File: src/rtl/seq_tx_fsm_if.sv
// Handshake/bus bundle between a pattern controller (master) and seq_tx_fsm (slave).
interface seq_tx_fsm_if #(
    parameter int unsigned PAT_W = 8,
    parameter int unsigned LEN_W = 4,
    parameter int unsigned REP_W = 4
) ();
    logic             start;
    logic             abort;
    logic [PAT_W-1:0] pattern;
    logic [LEN_W-1:0] len;
    logic [REP_W-1:0] reps;
    logic             x;
    logic             valid;
    logic             busy;
    logic             done;

    modport master (
        output start, abort, pattern, len, reps,
        input  x, valid, busy, done
    );

    modport slave (
        input  start, abort, pattern, len, reps,
        output x, valid, busy, done
    );
endinterface

File: src/rtl/seq_tx_fsm.sv
// Serial pattern transmitter: shifts a latched pattern out MSB-first, repeated reps times.
// Optional SEQ_TX_PARITY_EN appends an even-parity bit after every repetition.
module seq_tx_fsm #(
    parameter int unsigned PAT_W = 8,
    parameter int unsigned LEN_W = 4,
    parameter int unsigned REP_W = 4
) (
    input  logic        clk,
    input  logic        reset,
    seq_tx_fsm_if.slave bus
);

`ifdef SEQ_TX_PARITY_EN
    typedef enum logic [1:0] {ST_IDLE, ST_SHIFT, ST_PAR, ST_DONE} state_e;
`else
    typedef enum logic [1:0] {ST_IDLE, ST_SHIFT, ST_DONE} state_e;
`endif

    state_e           state_q, state_d;
    logic [PAT_W-1:0] pat_q, pat_d;
    logic [LEN_W-1:0] len_q, len_d;
    logic [LEN_W-1:0] bit_idx_q, bit_idx_d;
    logic [REP_W-1:0] rep_cnt_q, rep_cnt_d;
    logic             x_q, x_d;
    logic             valid_q, valid_d;
    logic             busy_q, busy_d;
    logic             done_q, done_d;

    logic [LEN_W-1:0] len_eff;
    logic [REP_W-1:0] reps_eff;
    logic [PAT_W-1:0] in_sh;
    logic [PAT_W-1:0] next_sh;
    logic [PAT_W-1:0] reload_sh;
    logic             rep_end;

    // Out-of-range length/repeat requests are clamped at latch time
    assign len_eff  = (bus.len == '0 || bus.len > LEN_W'(PAT_W)) ? LEN_W'(PAT_W) : bus.len;
    assign reps_eff = (bus.reps == '0) ? REP_W'(1) : bus.reps;

    // Shifters select the bit to present after the coming edge
    assign in_sh     = bus.pattern >> (len_eff - LEN_W'(1));
    assign next_sh   = pat_q >> (bit_idx_q - LEN_W'(1));
    assign reload_sh = pat_q >> (len_q - LEN_W'(1));

`ifdef SEQ_TX_PARITY_EN
    logic [PAT_W-1:0] par_mask;
    logic             par_bit;
    assign par_mask = ~({PAT_W{1'b1}} << len_q);
    assign par_bit  = ^(pat_q & par_mask);
`endif

    always_ff @(posedge clk or negedge reset) begin
        if (!reset) begin
            state_q   <= ST_IDLE;
            pat_q     <= '0;
            len_q     <= '0;
            bit_idx_q <= '0;
            rep_cnt_q <= '0;
            x_q       <= 1'b0;
            valid_q   <= 1'b0;
            busy_q    <= 1'b0;
            done_q    <= 1'b0;
        end else begin
            state_q   <= state_d;
            pat_q     <= pat_d;
            len_q     <= len_d;
            bit_idx_q <= bit_idx_d;
            rep_cnt_q <= rep_cnt_d;
            x_q       <= x_d;
            valid_q   <= valid_d;
            busy_q    <= busy_d;
            done_q    <= done_d;
        end
    end

    // Outputs are computed for the state being entered, so they register with it
    always_comb begin
        state_d   = state_q;
        pat_d     = pat_q;
        len_d     = len_q;
        bit_idx_d = bit_idx_q;
        rep_cnt_d = rep_cnt_q;
        x_d       = 1'b0;
        valid_d   = 1'b0;
        busy_d    = 1'b0;
        done_d    = 1'b0;
        rep_end   = 1'b0;

        if (bus.abort && state_q != ST_IDLE) begin
            state_d = ST_IDLE;
        end else begin
            case (state_q)
                ST_IDLE: begin
                    if (bus.start && !bus.abort) begin
                        state_d   = ST_SHIFT;
                        pat_d     = bus.pattern;
                        len_d     = len_eff;
                        bit_idx_d = len_eff - LEN_W'(1);
                        rep_cnt_d = reps_eff - REP_W'(1);
                        x_d       = in_sh[0];
                        valid_d   = 1'b1;
                        busy_d    = 1'b1;
                    end
                end
                ST_SHIFT: begin
                    if (bit_idx_q != '0) begin
                        bit_idx_d = bit_idx_q - LEN_W'(1);
                        x_d       = next_sh[0];
                        valid_d   = 1'b1;
                        busy_d    = 1'b1;
                    end else begin
`ifdef SEQ_TX_PARITY_EN
                        state_d = ST_PAR;
                        x_d     = par_bit;
                        valid_d = 1'b1;
                        busy_d  = 1'b1;
`else
                        rep_end = 1'b1;
`endif
                    end
                end
`ifdef SEQ_TX_PARITY_EN
                ST_PAR: rep_end = 1'b1;
`endif
                ST_DONE: state_d = ST_IDLE;
                default: state_d = ST_IDLE;
            endcase

            // End of a repetition: reload contiguously or finish
            if (rep_end) begin
                busy_d = 1'b1;
                if (rep_cnt_q != '0) begin
                    state_d   = ST_SHIFT;
                    rep_cnt_d = rep_cnt_q - REP_W'(1);
                    bit_idx_d = len_q - LEN_W'(1);
                    x_d       = reload_sh[0];
                    valid_d   = 1'b1;
                end else begin
                    state_d = ST_DONE;
                    done_d  = 1'b1;
                end
            end
        end
    end

    assign bus.x     = x_q;
    assign bus.valid = valid_q;
    assign bus.busy  = busy_q;
    assign bus.done  = done_q;

endmodule
File: src/flat_wrapper.sv
// flat-port wrapper written by rule: the top's interface ports become plain ports
module seq_tx_fsm_flat 
#(
    parameter int unsigned PAT_W = 8,
    parameter int unsigned LEN_W = 4,
    parameter int unsigned REP_W = 4
)
  (clk, reset, bus_start, bus_abort, bus_pattern, bus_len, bus_reps, bus_x, bus_valid, bus_busy, bus_done);
  seq_tx_fsm_if #(.PAT_W(PAT_W), .LEN_W(LEN_W), .REP_W(REP_W)) bus_i ();
  input  logic clk;
  input  logic reset;
  input wire logic [$bits(bus_i.start)-1:0] bus_start;
  input wire logic [$bits(bus_i.abort)-1:0] bus_abort;
  input wire logic [$bits(bus_i.pattern)-1:0] bus_pattern;
  input wire logic [$bits(bus_i.len)-1:0] bus_len;
  input wire logic [$bits(bus_i.reps)-1:0] bus_reps;
  output wire logic [$bits(bus_i.x)-1:0] bus_x;
  output wire logic [$bits(bus_i.valid)-1:0] bus_valid;
  output wire logic [$bits(bus_i.busy)-1:0] bus_busy;
  output wire logic [$bits(bus_i.done)-1:0] bus_done;
  assign bus_i.start = bus_start;
  assign bus_i.abort = bus_abort;
  assign bus_i.pattern = bus_pattern;
  assign bus_i.len = bus_len;
  assign bus_i.reps = bus_reps;
  assign bus_x = bus_i.x;
  assign bus_valid = bus_i.valid;
  assign bus_busy = bus_i.busy;
  assign bus_done = bus_i.done;
  seq_tx_fsm #(.PAT_W(PAT_W), .LEN_W(LEN_W), .REP_W(REP_W)) u_core (.clk(clk), .reset(reset), .bus(bus_i));
endmodule
File: config.mk
export PLATFORM = sky130hd
export DESIGN_NAME = seq_tx_fsm_flat
export DESIGN_NICKNAME = d
export VERILOG_FILES = /design/src/rtl/seq_tx_fsm_if.sv /design/src/rtl/seq_tx_fsm.sv /design/src/flat_wrapper.sv
export SDC_FILE = /design/constraint.sdc
export NUM_CORES = 1
export LEC_CHECK = 0
export BUFFER_PORTS_ARGS = -buffer_cell sky130_fd_sc_hd__buf_4
export CORE_MARGIN = 2
export CORE_UTILIZATION = 58
export CTS_BUF_LIST = sky130_fd_sc_hd__clkbuf_2 sky130_fd_sc_hd__clkbuf_4 sky130_fd_sc_hd__clkbuf_8
export DETAILED_ROUTE_END_ITERATION = 10
export PLACE_DENSITY = 0.86
export REMOVE_ABC_BUFFERS = 1
export SLEW_MARGIN = 30
export SYNTH_ARGS = -nofsm -noshare
export SYNTH_HDL_FRONTEND = slang
export SYNTH_SLANG_ARGS = --single-unit
File: constraint.sdc
create_clock -name clk -period 2 [get_ports clk]
set_input_delay 0.1 -clock clk [delete_from_list [all_inputs] [get_ports clk]]
set_output_delay 0.1 -clock clk [all_outputs]
set_load 0.01 [all_outputs]
# Word level (Yosys, flattened, before mapping)
# Index checks and enable logic that the tools add are counted.
[classes]
n_bitwise = 1
shift = 3
reduce_logical = 12
addsub = 5
eq_ne = 3
magnitude_cmp = 1
muxes = 36
[op_table]
columns = ["op", "count"]
rows = [
  ["$mux 4", 10],
  ["$shr 8x4->1", 3],
  ["$sub 4x1->4 const B", 5],
  ["$mux 1", 18],
  ["$logic_not 4->1", 2],
  ["$mux 2", 4],
  ["$pmux 4 s2", 1],
  ["$reduce_bool 4->1", 2],
  ["$gt 4x4->1 const B", 1],
  ["$ne 4x1->1 const B", 1],
  ["$pmux 1 s2", 2],
  ["$pmux 2 s2", 1],
  ["$ne 3x1->1 const B", 1],
  ["$reduce_and 3->1", 1],
  ["$eq 2x1->1 const B", 1],
  ["$logic_and 1x1->1", 2],
  ["$logic_not 2->1", 1],
  ["$reduce_and 2->1", 1],
  ["$reduce_bool 2->1", 1],
  ["$logic_not 1->1", 1],
  ["$logic_or 1x1->1", 1],
  ["$not 1->1", 1],
]
[word_totals]
regBits = 26
input_bits = 20
out_inout_bits = 4

# Longest topological paths before layout
# Gate-level depths: netlist of run 1.
[depth]
ltp_word = 10
depth_mapped = 8
mapped_depth_nobuf = 7

# Least setup slack after synthesis of run 1
# OpenSTA, ideal clock, no wires.
[synth_timing]
kind = "flip-flop to flip-flop"
start = "register u_core.rep_cnt_q[0]"
end = "register u_core.bit_idx_q[2]"
path_stages_with_launch = 8
setup_slack_ns = 0.281
synth_period_minus_slack_ns = 1.719
arrival_ns = 1.591
cell_sequence = "dfrtp_1 inv_1 ha_1 or3b_1 buf_2 and3_4 a222oi_1 o21ai_1"
[synth_via]
elab_chain_len = 3
[synth_lines]
columns = ["item", "line_no", "rtl"]
rows = [
  ["start: declaration", "seq_tx_fsm.sv:23", "logic [REP_W-1:0] rep_cnt_q, rep_cnt_d;"],
  ["start signal: assignment", "seq_tx_fsm.sv:68", "rep_cnt_q <= rep_cnt_d;"],
  ["$reduce_bool 4->1", "seq_tx_fsm.sv:132", "if (rep_cnt_q != '0) begin"],
  ["$mux 4", "seq_tx_fsm.sv:132", ""],
  ["$mux 4", "seq_tx_fsm.sv:130", "if (rep_end) begin"],
  ["end signal: assignment", "seq_tx_fsm.sv:67", "bit_idx_q <= bit_idx_d;"],
  ["end: declaration", "seq_tx_fsm.sv:22", "logic [LEN_W-1:0] bit_idx_q, bit_idx_d;"],
]
# Every way passes these cells.
# A chain may end at the register's enable or synchronous reset.

# Final worst setup path of run 1
# Ends and elaborated chain as after synthesis.

==> results.json, run 1 <==
{
  "slew_headroom_pct": 59.4,
  "antenna_found_initial": 0,
  "grt_pass1_wl_mm": 6.10,
  "ioPinCount": 24,
  "ir_drop_uv": 1070,
  "yosys_register_bits": 26,
  "crit_type": "reg2reg",
  "core_sq_mm": 0.00252,
  "vias": 1375,
  "cap_violations": 0,
  "post-dp-hpwl_mm": 2.75,
  "die_y_um": 56.1,
  "diodes": 0,
  "critPathLaunchType": "register",
  "hold_depth": 3,
  "rows": 18,
  "cts_tree": "yes",
  "placed_area_sq_mm": 0.00179,
  "setup_viol": 0,
  "timing.rr.start": "u_core.rep_cnt_q[0]",
  "final_nets": 227,
  "clkTransAtPathRegs_ns": 0.14,
  "die-area_sq_mm": 0.00315,
  "start_util_pct": 62.5,
  "post-place-cells": 219,
  "yosysWarningCount": 0,
  "post-route-drc-count": 0,
  "clkLatencyLatePin_ns": 0.32,
  "drt_iter0_drc": 67,
  "gp_congestion": 0.944,
  "grt_usage_pct": 24.3,
  "path_cells": "inv_1 -> ha_1 -> or3b_1 -> and3_4 -> a222oi_1 -> o21ai_1",
  "routedWlPerCell_um": 15.7,
  "skew_ns": 0.00660,
  "ys_seq_area_share_pct": 41.3,
  "outcome": "finished, violations left",
  "routed_wl_mm": 3.63,
  "die_w_um": 56.1,
  "cts_setup_buffers": 0,
  "yosysTopAreaCell": "dfrtp_1",
  "min_delay_worst_endpoint": "u_core.pat_q[6]",
  "final_cells": 231,
  "rsz0062_at_grt": "no",
  "reg2reg_depth": 6,
  "critPathRequiredTime_ns": 2.22,
  "crit_fanout": 7,
  "drtAntennaViolNets": 0,
  "avgSynthCellArea_sq_um": 9.43,
  "hold_path.startpoint": "bus_pattern[6]",
  "p_leak_nw": 0.907,
  "reg2reg_to": "u_core.bit_idx_q[2]",
  "min_period_ns": 1.87,
  "numCtsBuffers": 3,
  "grt_overflow_total": 0,
  "ys.flop_type": "dfrtp_1",
  "final_layout_size_suffix_gt1_share_pct": 22.9,
  "setup.worst_path.end_class": "register",
  "max_slew.worst_pin.slew_ns": 0.606,
  "mostFrequentLayoutCells": "nand2_1, buf_4, dfrtp_1",
  "nFillCells": 185,
  "violations": "negative hold slack",
  "htreeDepth": 1,
  "synth_top_area_share_pct": 41.3,
  "cts_max_path_buffers": 2,
  "final_common_cell": "nand2_1",
  "clockRootBuffer": "clkbuf_4",
  "synth_cells": 167,
  "hold_slack_ns": -0.00235,
  "syn_to_final_growth_pct": 21.6,
  "grt_max_degree": 27,
  "port_buffers": 23,
  "vias_per_cell": 5.95,
  "grt_pass1_vias": 1368,
  "synth_edf_count": 0,
  "fin_area_sq_mm": 0.00192,
  "synth_cell_types": 42,
  "drt_pre_antenna_iters": 4,
  "slowest_stage": "or3b_1",
  "max_stage_delay_ns": 0.47,
  "fmax_mhz": 533,
  "final.setup.tns_ns": 0,
  "hold_viol_final": 1,
  "fin_crit_sh_pct": 93.7,
  "async_reset_ff_share_pct": 100,
  "rrSetupSlack_ns": 0.13,
  "worstHoldPathType": "in2reg",
  "numClockSinks": 26,
  "synth_area_leaders": "dfrtp_1, nand2_1, mux4_2",
  "critPathArrivalTime_ns": 2.09,
  "synth_area_sq_mm": 0.00158,
  "maxSlewViolCount": 0,
  "power.density_mw_per_mm2": 1290
}
## how the worst max path moves through the flow
stage	startpoint	to	slack, ns	cells after the start
CTS	u_core.bit_idx_q[0]	u_core.rep_cnt_q[2]	0.14	7
detailed placement	u_core.bit_idx_q[0]	u_core.rep_cnt_q[2]	0.14	7
global placement	u_core.rep_cnt_q[0]	u_core.bit_idx_q[2]	0.21	6
floorplan	u_core.rep_cnt_q[0]	u_core.bit_idx_q[2]	0.30	6
finish	u_core.rep_cnt_q[0]	u_core.bit_idx_q[2]	0.13	6
global route	u_core.bit_idx_q[0]	u_core.rep_cnt_q[2]	0.02	7
## final cells by class
cell class | count | area [sq um] | area share [%]
timing repair buffer | 35 | 283 | 14.8
tap | 30 | 37.5 | 1.96
multi-input combinational | 127 | 875 | 45.7
inverter | 9 | 33.8 | 1.76
sequential | 26 | 651 | 34.0
clock buffer | 4 | 36.3 | 1.89
## cell families after synthesis
logic type                 Yosys count  synth area share [%]
muxes                                9                  8.98
AOI/OAI and AO/OA                   38                  15.2
buffers and inverters               14                  3.57
DFF                                 26                  41.3
and+or+nand+nor                     68                  22.6
adders and majority gates            5                  3.97
xor gates and xnor gates             7                  4.37
## power by group
part,internal [mW],switching [mW]
Clock,0.111,0.152
Sequential,0.749,0.215
Combinational,0.625,0.611
## state kept, by name, summed over array words and instances (netlist names)
register          flops
u_core.pat_q          8
u_core.bit_idx_q      4
u_core.len_q          4
u_core.rep_cnt_q      4
u_core.state_q        2
u_core.bus.busy       1
u_core.bus.done       1
u_core.bus.valid      1
u_core.bus.x          1
## cell usage after synthesis, types with 2 or more instances
| master | number |
|---|---|
| inv_1 | 9 |
| xnor2_1 | 3 |
| dfrtp_1 | 26 |
| nor2_1 | 6 |
| and2b_2 | 3 |
| clkbuf_1 | 2 |
| o21ai_0 | 8 |
| a21oi_1 | 5 |
| a22oi_1 | 2 |
| ha_1 | 5 |
| nor2b_1 | 2 |
| a31oi_1 | 3 |
| nor3_1 | 5 |
| nand2_1 | 33 |
| o22ai_1 | 6 |
| buf_2 | 3 |
| xor2_1 | 3 |
| mux4_2 | 4 |
| o21ai_1 | 5 |
| mux2i_1 | 4 |
| nand3_1 | 5 |
| o211ai_1 | 2 |
| nand2b_1 | 4 |
## timing repair
action / CTS / global route
setup endpoints to repair: 0 / 3
hold buffers: 7 / 1
endpoints found under the hold margin: 32 / 1
gates resized for setup: 0 / 1
## metal layers
| layer | GRT usage [%] | wire (um) | vias up |
|---|---|---|---|
| li1 | - | - | 661 |
| met1 | 31.6 | 1560 | 656 |
| met2 | 43.4 | 1860 | 52 |
| met3 | 2.33 | 171 | 6 |
| met4 | 5.78 | 41 | 0 |
| met5 | 0 | 0 | - |
## through the flow
step	hold WS, ns	setup slack, ns	total power, mW	util, %
5_1_grt	0.0248	0.0186	2.64	75.9
2_1_floorplan	-0.196	0.304	1.81	-
3_5_place_dp	0.0222	0.144	2.16	71.1
6_report	-0.00235	0.126	2.46	75.9
3_3_place_gp	0.0199	0.212	2.10	71.1
4_1_cts	0.000579	0.138	2.43	75.3
## critical path: cells and delay by family (launching register included)
family | cells | cell delay (ns)
adders and majority gates | 1 | 0.20
AOI/OAI and AO/OA | 2 | 0.39
buffers and inverters | 1 | 0.10
DFF | 1 | 0.41
and+or+nand+nor | 2 | 0.69
No activity file was read; power rests on OpenSTA's default activity.
==> inputs of run 2 (changes only) <==
CELL_PAD_IN_SITES_DETAIL_PLACEMENT = 1   (was default)
CELL_PAD_IN_SITES_GLOBAL_PLACEMENT = 2   (was default)
CORE_UTILIZATION = 36   (was 58)
PLACE_DENSITY = 0.78   (was 0.86)
==> results.json, run 2 (synthesis results as in run 1) <==
{
  "grt_pass1_vias": 1469,
  "power.internal_mw": 1.56,
  "antenna_found_initial": 0,
  "numCtsBuffers": 3,
  "cap_violations": 0,
  "clkLatencyLatePin_ns": 0.27,
  "crit_type": "reg2reg",
  "outcome": "finished clean",
  "critPathArrivalTime_ns": 2.02,
  "largest_register_ffs": 8,
  "grt_usage_pct": 18.0,
  "cts_max_path_buffers": 2,
  "critPathLaunchType": "register",
  "max_slew.worst_pin.slew_ns": 0.441,
  "core_sq_mm": 0.00429,
  "die-area_sq_mm": 0.00492,
  "cts_tree": "yes",
  "die_y_um": 70.2,
  "numClockSinks": 26,
  "grt_pass1_wl_mm": 7.04,
  "switchingPower_mw": 1.03,
  "slowest_stage": "or3b_1",
  "grt_max_degree": 27,
  "nFillCells": 497,
  "routedWlPerCell_um": 17.1,
  "path_cells": "inv_1 -> ha_1 -> or3b_1 -> and3_4 -> a222oi_1 -> o21ai_1",
  "routed_wl_mm": 4.23,
  "drt_pre_antenna_iters": 4,
  "worst_slack_ns": 0.143,
  "start_util_pct": 36.7,
  "final.setup.tns_ns": 0,
  "diodes": 0,
  "clockRootBuffer": "clkbuf_8",
  "p_comb_share_pct": 49.8,
  "rsz0062_at_grt": "no",
  "syn_to_final_growth_pct": 21.0,
  "clkPwrFrac_pct": 13.5,
  "largest-register": "u_core.pat_q",
  "setup_viol": 0,
  "p_leak_nw": 0.895,
  "fin_crit_sh_pct": 92.8,
  "gp_congestion": 0.835,
  "die_w_um": 70.2,
  "fmax_mhz": 539,
  "final_layout_size_suffix_gt1_share_pct": 24.5,
  "rows": 24,
  "drt_iter0_drc": 70,
  "drtAntennaViolNets": 0,
  "min_period_ns": 1.86,
  "critPathRequiredTime_ns": 2.16,
  "final_nets": 222,
  "maxSlewViolCount": 0,
  "power.density_mw_per_mm2": 1360,
  "ir_drop_uv": 413,
  "max_stage_delay_ns": 0.46,
  "clkTransAtPathRegs_ns": 0.10,
  "switching_share_pct": 39.8,
  "mostFrequentLayoutCells": "nand2_1, buf_4, dfrtp_1",
  "place_ws_ns": 0.170,
  "worst-path-buf-inv": 1,
  "slew_headroom_pct": 70.5,
  "htreeDepth": 1,
  "port_buffers": 23,
  "worstHoldPathType": "in2reg",
  "ioPinCount": 24,
  "post-route-drc-count": 0,
  "vias": 1350,
  "post-dp-hpwl_mm": 3.30,
  "grt_overflow_total": 0,
  "hold_slack_ns": 0.0277,
  "skew_ns": 0.00520,
  "vias_per_cell": 5.44,
  "cts_setup_buffers": 0,
  "crit_fanout": 7,
  "setup.worst_path.end_class": "register",
  "p_seq_share_pct": 36.7,
  "hold_viol_final": 0,
  "critical_path.top_delay_family": "simple AND/OR/NAND/NOR gates",
  "final_common_cell": "nand2_1"
}
-- run 2: cell types whose count changed in the layout (fill, tap and decap cells not counted) --
cell           change
buf_4              +2
clkbuf_4           -3
dlygate4sd3_1      -7
clkbuf_8           +3
-- run 2: per-layer routing --
metal | global-route usage [%] | vias to the layer above | routed length (um)
met5 | 0 | - | 0
met4 | 2.56 | 0 | 23
met3 | 2.31 | 4 | 109
met2 | 34.5 | 20 | 2240
met1 | 21.7 | 677 | 1870
li1 | - | 649 | -
-- run 2: timing repair --
| action | 4_1_cts | 5_1_grt |
|---|---|---|
| resized for setup | 0 | 1 |
| hold endpoints to repair | 26 | 0 |
| setup endpoints to repair | 0 | 4 |
| hold buffers | 1 | 0 |
-- run 2: path summary, 6_finish.rpt --
kind | start | endpoint | slack (ns) | cells past startpoint
setup / recovery | u_core.rep_cnt_q[0] | u_core.bit_idx_q[2] | 0.14 | 6
hold / removal | bus_pattern[1] | u_core.pat_q[1] | 0.03 | 3
setup reg to reg | u_core.rep_cnt_q[0] | u_core.bit_idx_q[2] | 0.14 | 6
hold reg to reg | u_core.pat_q[6] | u_core.pat_q[6] | 0.51 | 2
max in group asynchronous | reset | u_core.rep_cnt_q[0] | 1.46 | 2
min in group asynchronous | reset | u_core.bus.valid | 0.27 | 2
-- run 2: metrics by stage --
stage	cells	utilization (%)	power (mW)	area, sq um
floorplan	162	-	1.81	1550
global placement	243	42.7	2.18	1840
detailed placement	243	42.7	2.24	1840
CTS	248	44.3	2.60	1900
global route	248	44.4	2.79	1910
finish	248	44.4	2.60	1910
-- run 2: power groups by stage --
stage | combinational, mW | clock, mW | sequential, mW
final | 1.29 | 0.351 | 0.954
after global routing | 1.44 | 0.373 | 0.979
after CTS | 1.29 | 0.360 | 0.946
after detailed placement | 1.28 | 0 | 0.958
after global placement | 1.24 | 0 | 0.935
after floorplan | 0.895 | 0 | 0.918
-- run 2: area by class of cell --
cell class | count | area (sq um) | area share, %
Clock buffer | 4 | 55.1 | 2.89
Inverter | 9 | 33.8 | 1.77
Multi-Input combinational cell | 127 | 875 | 45.9
Sequential cell | 26 | 651 | 34.1
Tap cell | 52 | 65.1 | 3.41
Timing Repair Buffer | 30 | 228 | 11.9
-- run 2: worst reg2reg max path, delay by kind of cell (launching register included) --
family	cells	cell delay, ns
AND/OR/NAND/NOR	2	0.67
flip-flops	1	0.39
adder cells (fa/ha/maj)	1	0.18
AO/OA/AOI/OAI	2	0.40
buffers and inverters	1	0.10
